[config.mk]
export PLATFORM = sky130hd
export DESIGN_NAME = w_window_serializer
export DESIGN_NICKNAME = d
export VERILOG_FILES = /design/src/rtl/w_window_serializer.sv
export SDC_FILE = /design/constraint.sdc
export NUM_CORES = 1
export LEC_CHECK = 0
export BUFFER_PORTS_ARGS = -buffer_cell sky130_fd_sc_hd__buf_2
export CORE_ASPECT_RATIO = 1.2
export CORE_MARGIN = 2
export CORE_UTILIZATION = 56
export DETAILED_ROUTE_END_ITERATION = 6
export PLACE_DENSITY = 0.88
export SYNTH_ARGS = -nofsm -noshare
export SYNTH_HDL_FRONTEND = slang
export SYNTH_SLANG_ARGS = --single-unit
[constraint.sdc]
create_clock -name clk -period 2.1 [get_ports clk]
set_clock_uncertainty 0.1 [all_clocks]
set_input_delay 0.315 -clock clk [delete_from_list [all_inputs] [get_ports clk]]
set_output_delay 0.315 -clock clk [all_outputs]
set_load 0.01 [all_outputs]
[src/rtl/w_window_serializer.sv]
`default_nettype none
// ============================================================================
// Module      : w_window_serializer
// Description : Upstream feeder for the 3-cycle w-window detector FSM.
//               Buffers whole window words in a small FIFO. On start it
//               pulses s for one cycle, then streams w one bit per cycle,
//               MSB first. When the FIFO is empty at a window boundary it
//               emits an all-zero filler window and flags the underrun, so
//               window alignment is never lost.
// Ports       : clk, reset         - clock, synchronous active-high reset
//               in_valid/in_ready  - word handshake (accept on both high)
//               in_data[WIN-1:0]   - window word, bit WIN-1 sent first
//               start              - arm request, level-sampled in IDLE
//               s, w               - arm pulse and serial bit to detector
//               busy               - high in ARM and STREAM
//               level              - words stored, 0..DEPTH
//               underrun           - sticky, set on first filler window
//               underrun_cnt[7:0]  - filler windows emitted, saturating
// Revision    : 1.0 - initial release
// ============================================================================
module w_window_serializer #(
  parameter int WIN   = 3,
  parameter int DEPTH = 4
) (
  input  logic                     clk,
  input  logic                     reset,
  input  logic                     in_valid,
  output logic                     in_ready,
  input  logic [WIN-1:0]           in_data,
  input  logic                     start,
  output logic                     s,
  output logic                     w,
  output logic                     busy,
  output logic [$clog2(DEPTH):0]   level,
  output logic                     underrun,
  output logic [7:0]               underrun_cnt
);

  localparam int AW = $clog2(DEPTH);
  localparam int LW = AW + 1;
  localparam int CW = (WIN > 1) ? $clog2(WIN) : 1;

  typedef enum logic [1:0] {
    IDLE   = 2'd0,
    ARM    = 2'd1,
    STREAM = 2'd2
  } state_t;

  state_t          state;
  state_t          state_next;

  logic [WIN-1:0]  mem [DEPTH];
  logic [AW-1:0]   rd_ptr;
  logic [AW-1:0]   wr_ptr;
  logic [CW-1:0]   cnt;
  logic [WIN-1:0]  shreg;

  logic            push;
  logic            pop;
  logic            win_start;
  logic            fifo_empty;
  logic [LW-1:0]   level_next;

  // --------------------------------------------------------------------------
  // Next-state and FIFO control. Pop decisions look only at the registered
  // level, so a word pushed this cycle is not visible until the next edge.
  // --------------------------------------------------------------------------
  always_comb begin
    state_next = state;
    push       = in_valid & in_ready;
    fifo_empty = (level == '0);
    win_start  = (state == ARM) || ((state == STREAM) && (cnt == CW'(WIN - 1)));
    pop        = win_start & ~fifo_empty;
    level_next = level;

    if (push && !pop) begin
      level_next = level + 1'b1;
    end else if (pop && !push) begin
      level_next = level - 1'b1;
    end

    case (state)
      IDLE: begin
        if (start && !fifo_empty) begin
          state_next = ARM;
        end
      end
      ARM:     state_next = STREAM;
      // The detector never returns to idle, so streaming continues until reset.
      STREAM:  state_next = STREAM;
      default: state_next = IDLE;
    endcase
  end

  // --------------------------------------------------------------------------
  // State, FIFO bookkeeping and registered outputs.
  // --------------------------------------------------------------------------
  always_ff @(posedge clk) begin
    if (reset) begin
      state        <= IDLE;
      rd_ptr       <= '0;
      wr_ptr       <= '0;
      level        <= '0;
      in_ready     <= 1'b1;
      cnt          <= '0;
      shreg        <= '0;
      s            <= 1'b0;
      w            <= 1'b0;
      busy         <= 1'b0;
      underrun     <= 1'b0;
      underrun_cnt <= 8'd0;
    end else begin
      state    <= state_next;
      level    <= level_next;
      in_ready <= (level_next != LW'(DEPTH));
      s        <= (state_next == ARM);
      busy     <= (state_next != IDLE);

      if (push) begin
        wr_ptr <= wr_ptr + 1'b1;
      end

      if (win_start) begin
        // Window boundary: load the head word, or emit a filler window.
        cnt <= '0;
        if (pop) begin
          rd_ptr <= rd_ptr + 1'b1;
          w      <= mem[rd_ptr][WIN-1];
          shreg  <= mem[rd_ptr] << 1;
        end else begin
          w        <= 1'b0;
          shreg    <= '0;
          underrun <= 1'b1;
          if (underrun_cnt != 8'hFF) begin
            underrun_cnt <= underrun_cnt + 8'd1;
          end
        end
      end else if (state == STREAM) begin
        cnt   <= cnt + 1'b1;
        w     <= shreg[WIN-1];
        shreg <= shreg << 1;
      end else begin
        w <= 1'b0;
      end
    end
  end

  // Storage needs no reset: a slot is only read after it has been written.
  always_ff @(posedge clk) begin
    if (push) begin
      mem[wr_ptr] <= in_data;
    end
  end

endmodule
`default_nettype wire

# ---- Yosys cells after proc, flatten, opt, wreduce, memory -nomap -nowiden
# Memory sizes are Yosys's and may differ from the RTL's. A register that Yosys moved wholly into a read port is not among the register bits.
# Cells that the tools add are included.
dict set report totals {
  ff_bits 27
  mem_bits_rw 12
  out_inout_bits 16
  word_cells 60
  memories 1
}
# name depth word_bits read_ports rd_ports_with_merged_regs write_ports line_no
set memory_table {}
lappend memory_table {mem 4 3 1 1 1 52} ;# logic [WIN-1:0] mem [DEPTH];
dict set report classes {
  n_addsub 6
  eq_ne 6
  muxes 14
  n_bitwise 4
  reduce_logical 17
}
# cell n
set ops {}
lappend ops {{$mux 3} 5}
lappend ops {{$add 8x1->8 const B} 1}
lappend ops {{$ne 8x8->1 const B} 1}
lappend ops {{$add 2x1->2 const B} 3}
lappend ops {{$mux 2} 3}
lappend ops {{$mux 1} 5}
lappend ops {{$eq 2x1->1 const B} 2}
lappend ops {{$eq 2x2->1 const B} 2}
lappend ops {{$logic_and 1x1->1} 4}
lappend ops {{$pmux 2 s2} 1}
lappend ops {{$reduce_and 2->1} 2}
lappend ops {{$reduce_bool 2->1} 2}
lappend ops {{$reduce_or 2->1} 2}
lappend ops {{$add 3x1->3 const B} 1}
lappend ops {{$logic_not 1->1} 3}
lappend ops {{$logic_not 3->1} 1}
lappend ops {{$ne 3x3->1 const B} 1}
lappend ops {{$reduce_and 3->1} 1}
lappend ops {{$sub 3x1->3 const B} 1}
lappend ops {{$and 1x1->1} 2}
lappend ops {{$logic_not 2->1} 1}
lappend ops {{$not 1->1} 2}
lappend ops {{$logic_or 1x1->1} 1}

# ---- Depth between registers and ports, before layout
# Gate-level depths: netlist of the first run.
dict set report logic_depth {
  word_depth 8
  ltp_mapped 7
  depth_no_buf 6
}

# ---- Worst setup path before layout of the first run
# OpenSTA, ideal clock, no wires.
dict set report synth_path {
  kind {register to register}
  startpoint {reg level[0]}
  endpoint {reg in_ready}
  setup_ps 132
  arrival_ps 1500
  t_required_ps 1868
  setup_slack_ps 368
  stages_incl_launch_ff 7
  period_less_slack_ps 1732
  cell_sequence {dfxtp_1 inv_1 ha_1 and2b_2 o211ai_1 and3_4 o221ai_2}
}
dict set report synth_via {
  elab_chain_cells 7
}
# element line_no
set synth_lines {}
lappend synth_lines {{from (decl)} 34} ;# output logic [$clog2(DEPTH):0] level,
lappend synth_lines {{from (signal assigned)} 114} ;# level <= level_next;
lappend synth_lines {{branches (longest 5 deep; another with $sub 3x1->3)} -}
lappend synth_lines {{$mux 3 (*)} 76} ;# if (push && !pop) begin
lappend synth_lines {{$ne 3x3->1 (*)} 115} ;# in_ready <= (level_next != LW'(DEPTH));
lappend synth_lines {{to (signal assigned)} 115}
lappend synth_lines {{to (decl)} 28} ;# output logic in_ready,
# Every way passes the cells marked *.
# A chain may end at the register's enable or synchronous reset.

# ---- Final worst setup path of the first run
dict set report layout_path {
  startpoint {reg state[0]}
  endpoint {reg level[1]}
}
dict set report layout_via {
  elab_chain_cells 7
}
# element line_no
set layout_lines {}
lappend layout_lines {{from (decl)} 49} ;# state_t state;
lappend layout_lines {{from (signal assigned)} 113} ;# state <= state_next;
lappend layout_lines {{$eq 2x2->1} 72} ;# win_start = (state == ARM) || ((state == STREAM) && (cnt == CW'(WIN - 1)));
lappend layout_lines {{$logic_and 1x1->1} 72}
lappend layout_lines {{$logic_or 1x1->1 (*)} 72}
lappend layout_lines {{$and 1x1->1 (*)} 73} ;# pop = win_start & ~fifo_empty;
lappend layout_lines {{$logic_and 1x1->1 / $logic_not 1->1 (equally long branches)} {78, 76}}
lappend layout_lines {{$mux 3 / $logic_and 1x1->1 (equally long branches)} {78, 76}}
lappend layout_lines {{$mux 3 (*)} 76}
# Every way passes the cells marked *; elsewhere a longest branch is shown, timed or not.

==> metrics.md, run 1 <==
| Metric | Value |
|---|---|
| Outcome | complete, no violations |
| Final Hold Vio Count | 0 |
| TritonCTS clock tree | done |
| Ys flop type | dfxtp_1 |
| CTS root buf | clkbuf_4 |
| Critical path endpoint | level[1] |
| Clock Latency Late Sink | ~350 ps |
| Total CTS buffers | 5 |
| Synth Area in Simple Gates | 17.92% |
| Hold crit path type | in2reg |
| Area grow syn2layout | 12.53% |
| Commonest non-fill, non-tap cell in the layout | dfxtp_1 |
| Tcrit/Tclk final | roughly nine tenths |
| Final Critical Period | ~1900 ps |
| Actual slew at the worst max-slew pin | 423.2 ps |
| Kind of critical path | reg2reg |
| Die Y | 66.74 um |
| Number of synthesized flops with an enable pin | 12 |
| Nets | roughly 210 |
| Worst-case reg-to-reg path depth | 6 |
| Worst Path Arrival | about 2100 ps |
| Total number of vias | approximately 1.3k |
| Die area | 0.003756 mm^2 |
| Critical Path Source | state[0] |
| Crit start category | flip-flop |
| Mux contribution to synthesized area | under 10% |
| First-pass GRT wire length | about 5600 um |
| R2R Setup Slk | between 150 and 200 ps |
| Combinational family with the most area after synthesis | simple AND/OR/NAND/NOR gates |
| Post-route design area | 0.002067 mm^2 |
| Worst vdd ir | 0.0007723 V |
| Antenna diodes | 0 |
| Post-Synthesis Cell Area | 0.001837 mm^2 |
| Distinct cells, synth | 45 |
| Number of fill cells | approximately 230 |
| Met3 Wirelength | roughly 150 um |
| Die span in x | approximately 56 um |
| Vias per cell | 5.821 |
| Vias in the first global route | about 1.3k |
| Leak | around 0.00083 uW |
| Syn Area/Cell | approximately 11 um^2 |
| Synthesized net count | approximately 190 |
| Post-synthesis compound-gate area fraction | between 10% and 20% |
| Commonest cells after routing, fill and taps aside | dfxtp_1, buf_2, nor2_1 |
| Clk buf depth | 2 |
| Relative slew slack | between 70% and 80% |
| Routability cong. | 0.8454 |
| Yosys warns | 0 |
| Synth area leaders | dfxtp_1, edfxtp_1, ha_1 |
| Cell Rows | 22 |
| Synth area leader | dfxtp_1 |
| Synthesized flop and latch total | 40 |
| Synthesized-area fraction occupied by xor and xnor cells | under 10% |
| # DRC | 0 |
| Pwr/cell area | 960.2 mW/mm^2 |
| Number of max-cap violations | 0 |
| Synth top area share | a little under a third |
| Top Metal Used | met4 |
| PortBufs | 22 |
| Unrepaired setup endpoints after global routing | false |
| Share of flip-flops with an asynchronous set or reset | 0% |
| Drt total wl | 3452 um |
| Critical path required time | approximately 2300 ps |
| Largest net degree at the start of global routing | 25 |
| Initial Utilization | 59.05% |
| Area of placed instances | between 0.0015 and 0.002 mm^2 |
| CTS clk-pin slew, worst paths | ~130 ps |
| Met1 wire length | roughly 1400 um |
| Gate Count Post-Synth | between 150 and 200 |
| Met2 WL post-DR | about 1900 um |
| Grt ovf | 0 |
| Post-synthesis adder-cell area fraction | under 10% |
| Io pins | 23 |
| Dpl hpwl | between 2000 and 2500 um |
| Hold-fix buffers, CTS | 0 |
| Sequential cell area fraction in the yosys report | between 50% and 60% |
| Initial antenna violation count | 0 |
| CORE AREA | 0.003110 mm^2 |
| Final max-slew violation count | 0 |
| GRT Total Usage | around a fifth |
| Final setup fails | 0 |
| Initial drt markers | 29 |
| RR Endpoint | level[1] |
| Pre-antenna DRT Iters | 4 |
| Crit end category | flip-flop |
| Reg2reg start | state[0] |
| CTS Sinks | 40 |
| Layout cells sized above 1 | between 20% and 30% |
| Timing-limited maximum frequency | 0.5200 GHz |
| Post-CTS Setup Inserts | 0 |
| CTS H-tree depth | 2 |
| Drt wl/cell | 15.07 um |
| Post-route ant nets | 0 |
| Worst Path Max Fanout | 8 |
| Fin Setup TNS | 0 ps |
worst min path at each step:
stage,from,endpoint,slack [ps],cells past startpoint
6_report,in_data[0],mem[3][0],80,1
5_1_grt,in_data[1],mem[1][1],60,1
3_3_place_gp,underrun,underrun,360,2
3_5_place_dp,underrun,underrun,370,2
4_1_cts,in_data[0],mem[0][0],60,1
2_1_floorplan,reset,underrun_cnt[6],290,1
sequential cells by signal, indices dropped and copies added, names as in the netlist, named ones only:
name	cells
mem	12
shreg	2
w	1
in_ready	1
wr_ptr	2
state	2
s	1
rd_ptr	2
underrun_cnt	8
level	3
underrun	1
busy	1
cnt	2
cells by family (layout without fill, tap and decap cells):
logic type | count (synthesis) | in the layout
flops | 40 | 40
buf+inv | 16 | 42
mux | 4 | 4
compound gates | 32 | 32
fa+ha+maj | 13 | 13
simple gates | 56 | 56
xor+xnor | 6 | 6
metrics by stage:
step / total power (uW) / hold WS [ps] / setup slack (ps) / std cells / utilization, %
finish: 1985 / 78.21 / 177.1 / 229 / 66.45
global route: 2087 / 55.96 / 80.49 / 229 / 66.45
CTS: 1982 / 64.27 / 79.74 / 229 / 66.21
detailed placement: 1464 / 367.2 / 166.1 / 221 / 63.52
global placement: 1427 / 357.4 / 280.6 / 221 / 63.52
floorplan: 1330 / 287.1 / 367.7 / 167 / -
worst max-delay path: stages, from the launching register on:
cell	delay, ps
dfxtp_1	410
inv_1	80
ha_1	300
a21o_4	280
a21oi_1	280
nor2_1	90
o311a_1	290
report_power, final:
group	total (uW)	internal (uW)	switching, uW
registers	948	883	64.9
logic	518	207	311
clock network	519	254	265
cell type report:
class | count | area (um^2) | area share, %
Clock buffer | 5 | 37.54 | 1.816
Clock inverter | 3 | 46.29 | 2.240
Tap cell | 36 | 45.04 | 2.179
Timing Repair Buffer | 22 | 110.1 | 5.327
Multi-Input combinational cell | 111 | 862.1 | 41.71
Inverter | 12 | 45.04 | 2.179
Sequential cell | 40 | 920.9 | 44.55
per-layer routing:
| layer | vias to the layer above | GRT usage (%) |
|---|---|---|
| li1 | 657 | - |
| met1 | 640 | 21.78 |
| met2 | 32 | 33.97 |
| met3 | 4 | 5.437 |
| met4 | 0 | 12.20 |
| met5 | - | 0 |
cell usage after synthesis (2+ instances only):
cell,n
or3_1,2
dfxtp_1,28
o21a_1,2
nand2_1,4
clkbuf_1,3
ha_1,13
mux4_2,3
o21ai_0,3
xor2_1,3
nor2_1,17
o211ai_1,2
nor3_1,8
inv_1,12
nand3_1,4
edfxtp_1,12
xnor2_1,3
nand4_1,4
and3_1,4
a21oi_1,14
what timing repair did:
action	in CTS	in global routing
gates resized for setup	0	1
endpoints found under the hold margin	0	0
setup endpoints to repair	0	2
No activity file was read; power rests on OpenSTA's default activity.
==> run 2, diff against run 1 <==
CELL_PAD_IN_SITES_DETAIL_PLACEMENT = 2   (was not set)
CELL_PAD_IN_SITES_GLOBAL_PLACEMENT = 2   (was not set)
CORE_MARGIN = 4   (was 2)
CORE_UTILIZATION = 37   (was 56)
PLACE_DENSITY = 0.89   (was 0.88)
==> metrics.md, run 2 (same netlist as run 1, synthesis figures left out) <==
| Metric | Value |
|---|---|
| Dpl hpwl | 3629 um |
| WP depth | 6 |
| Clock Latency Late Sink | ~300 ps |
| Clock power share | slightly below 30% |
| Cells resized by post-CTS repair | 0 |
| Register area | a little over 900 um^2 |
| Final setup fails | 0 |
| Pwr/cell area | around 1000 mW/mm^2 |
| Crit end category | flip-flop |
| Slowest-stage cell, CP | dfxtp_1 |
| Critical Path Source | state[0] |
| Buf/Inv on CP | 1 |
| Max reg flops | 12 |
| Pre-antenna DRT Iters | 4 |
| Final Hold Vio Count | 0 |
| CTS H-tree depth | 2 |
| Initial antenna violation count | 0 |
| Final Util | 45.27% |
| Total number of vias | approximately 1.4k |
| CTS root buf | clkbuf_8 |
| Fin Setup TNS | 0 ps |
| Reg with most FFs | mem |
| # DRC | 0 |
| PortBufs | 22 |
| Drt wl/cell | approximately 19 um |
| Comb pwr share | between 20% and 30% |
| Largest net degree at the start of global routing | 14 |
| Net switching power | about 680 uW |
| Hold path start | in_data[2] |
| Drt total wl | around 4800 um |
| Number of max-cap violations | 0 |
| RR Endpoint | level[1] |
| Post-CTS Setup Inserts | 0 |
| Area grow syn2layout | 15.74% |
| Clk buf depth | 2 |
| Number of fill cells | 500 |
| Critical path required time | 2180 ps |
| Initial drt markers | 24 |
| Routability cong. | approximately 0.87 |
| GRT Total Usage | 17.57% |
| Crit start category | flip-flop |
| Die Y | between 80 and 90 um |
| Reg2reg start | state[0] |
| CORE AREA | ~0.0047 mm^2 |
| Initial Utilization | roughly two fifths |
| Vias per cell | around 5.5 |
| Outcome | complete, no violations |
| Io pins | 23 |
| CTS clk-pin slew, worst paths | around 80 ps |
| Commonest cells after routing, fill and taps aside | dfxtp_1, buf_2, nor2_1 |
| Final Critical Period | between 1500 and 2000 ps |
| Final max-slew violation count | 0 |
| Critical path endpoint | level[1] |
| Relative slew slack | a little over 70% |
| Tcrit/Tclk final | roughly 94% |
| Total CTS buffers | 5 |
| Worst vdd ir | 0.0004810 V |
| Total power | roughly 2100 uW |
| Sw Ratio | 32.15% |
| Timing-limited maximum frequency | 0.5083 GHz |
| Vias in the first global route | roughly 1.6k |
| Kind of critical path | reg2reg |
| Cell Rows | 27 |
| Worst Path Max Fanout | 8 |
| Commonest non-fill, non-tap cell in the layout | dfxtp_1 |
| Top Registers | mem x12, underrun_cnt x8, level x3 |
| Critical path's largest stage delay | approximately 400 ps |
| Layout cells sized above 1 | approximately 22% |
| Die area | approximately 0.006 mm^2 |
| Hold-fix buffers, CTS | 0 |
| Worst-case reg-to-reg path depth | 6 |
| CTS Sinks | 40 |
| Grt ovf | 0 |
| Worst Path Arrival | around 2100 ps |
| CP delay by family, top | compound AO/OA/AOI/OAI gates |
| Leak | approximately 0.00085 uW |
| Post-route ant nets | 0 |
| Critical-path cell list | inv_1 > ha_1 > a21o_4 > a21oi_1 > nor2_1 > o311a_1 |
| Actual slew at the worst max-slew pin | slightly above 400 ps |
| TritonCTS clock tree | done |
| Antenna diodes | 0 |
| Die span in x | 72.32 um |
| Hold crit path type | in2reg |
| Reg power frac | around 45% |
| R2R Setup Slk | ~130 ps |
| Internal | 1445 uW |
| Multi-input logic area | 862.1 um^2 |
| First-pass GRT wire length | between 8000 and 9000 um |
| Nets | about 210 |
## run 2: worst min path at each step
stage	cells past startpoint	to	slack [ps]
after global routing	1	mem[0][2]	140
after detailed placement	2	wr_ptr[1]	410
after floorplan	1	underrun_cnt[6]	290
after CTS	1	mem[3][2]	140
final	1	mem[2][2]	150
after global placement	2	underrun	370
## run 2: final cells by class
cell class,instances,share of cell area (%)
tap,58,3.414
multi-input combinational,111,40.55
inverter,12,2.119
sequential,40,43.32
clock buffer,6,3.414
clock inverter,2,1.648
timing repair buffer,23,5.533
## run 2: power groups by stage
stage / combinational [uW] / clock [uW] / sequential, uW
detailed placement: 545 / 0 / 967
finish: 555 / 626 / 949
CTS: 556 / 640 / 950
global route: 624 / 678 / 963
global placement: 492 / 0 / 958
floorplan: 360 / 0 / 970
## run 2: routing by layer
layer	share of wire, %	GRT usage [%]	wire length [um]
met1	40	19.76	1946
met2	56	32.39	2711
met3	2.1	3.199	104
met4	1.7	6.154	80
met5	0	0	0
## run 2: per-stage QoR
stage	std cells	area [um^2]	worst slack [ps]	hold WS (ps)
after detailed placement	244	2011	123.4	406.6
final	252	2126	132.8	154.0
after global routing	252	2126	-4.811	137.8
after floorplan	167	1837	367.7	287.1
after CTS	252	2118	65.14	136.6
after global placement	244	2011	274.6	372.4
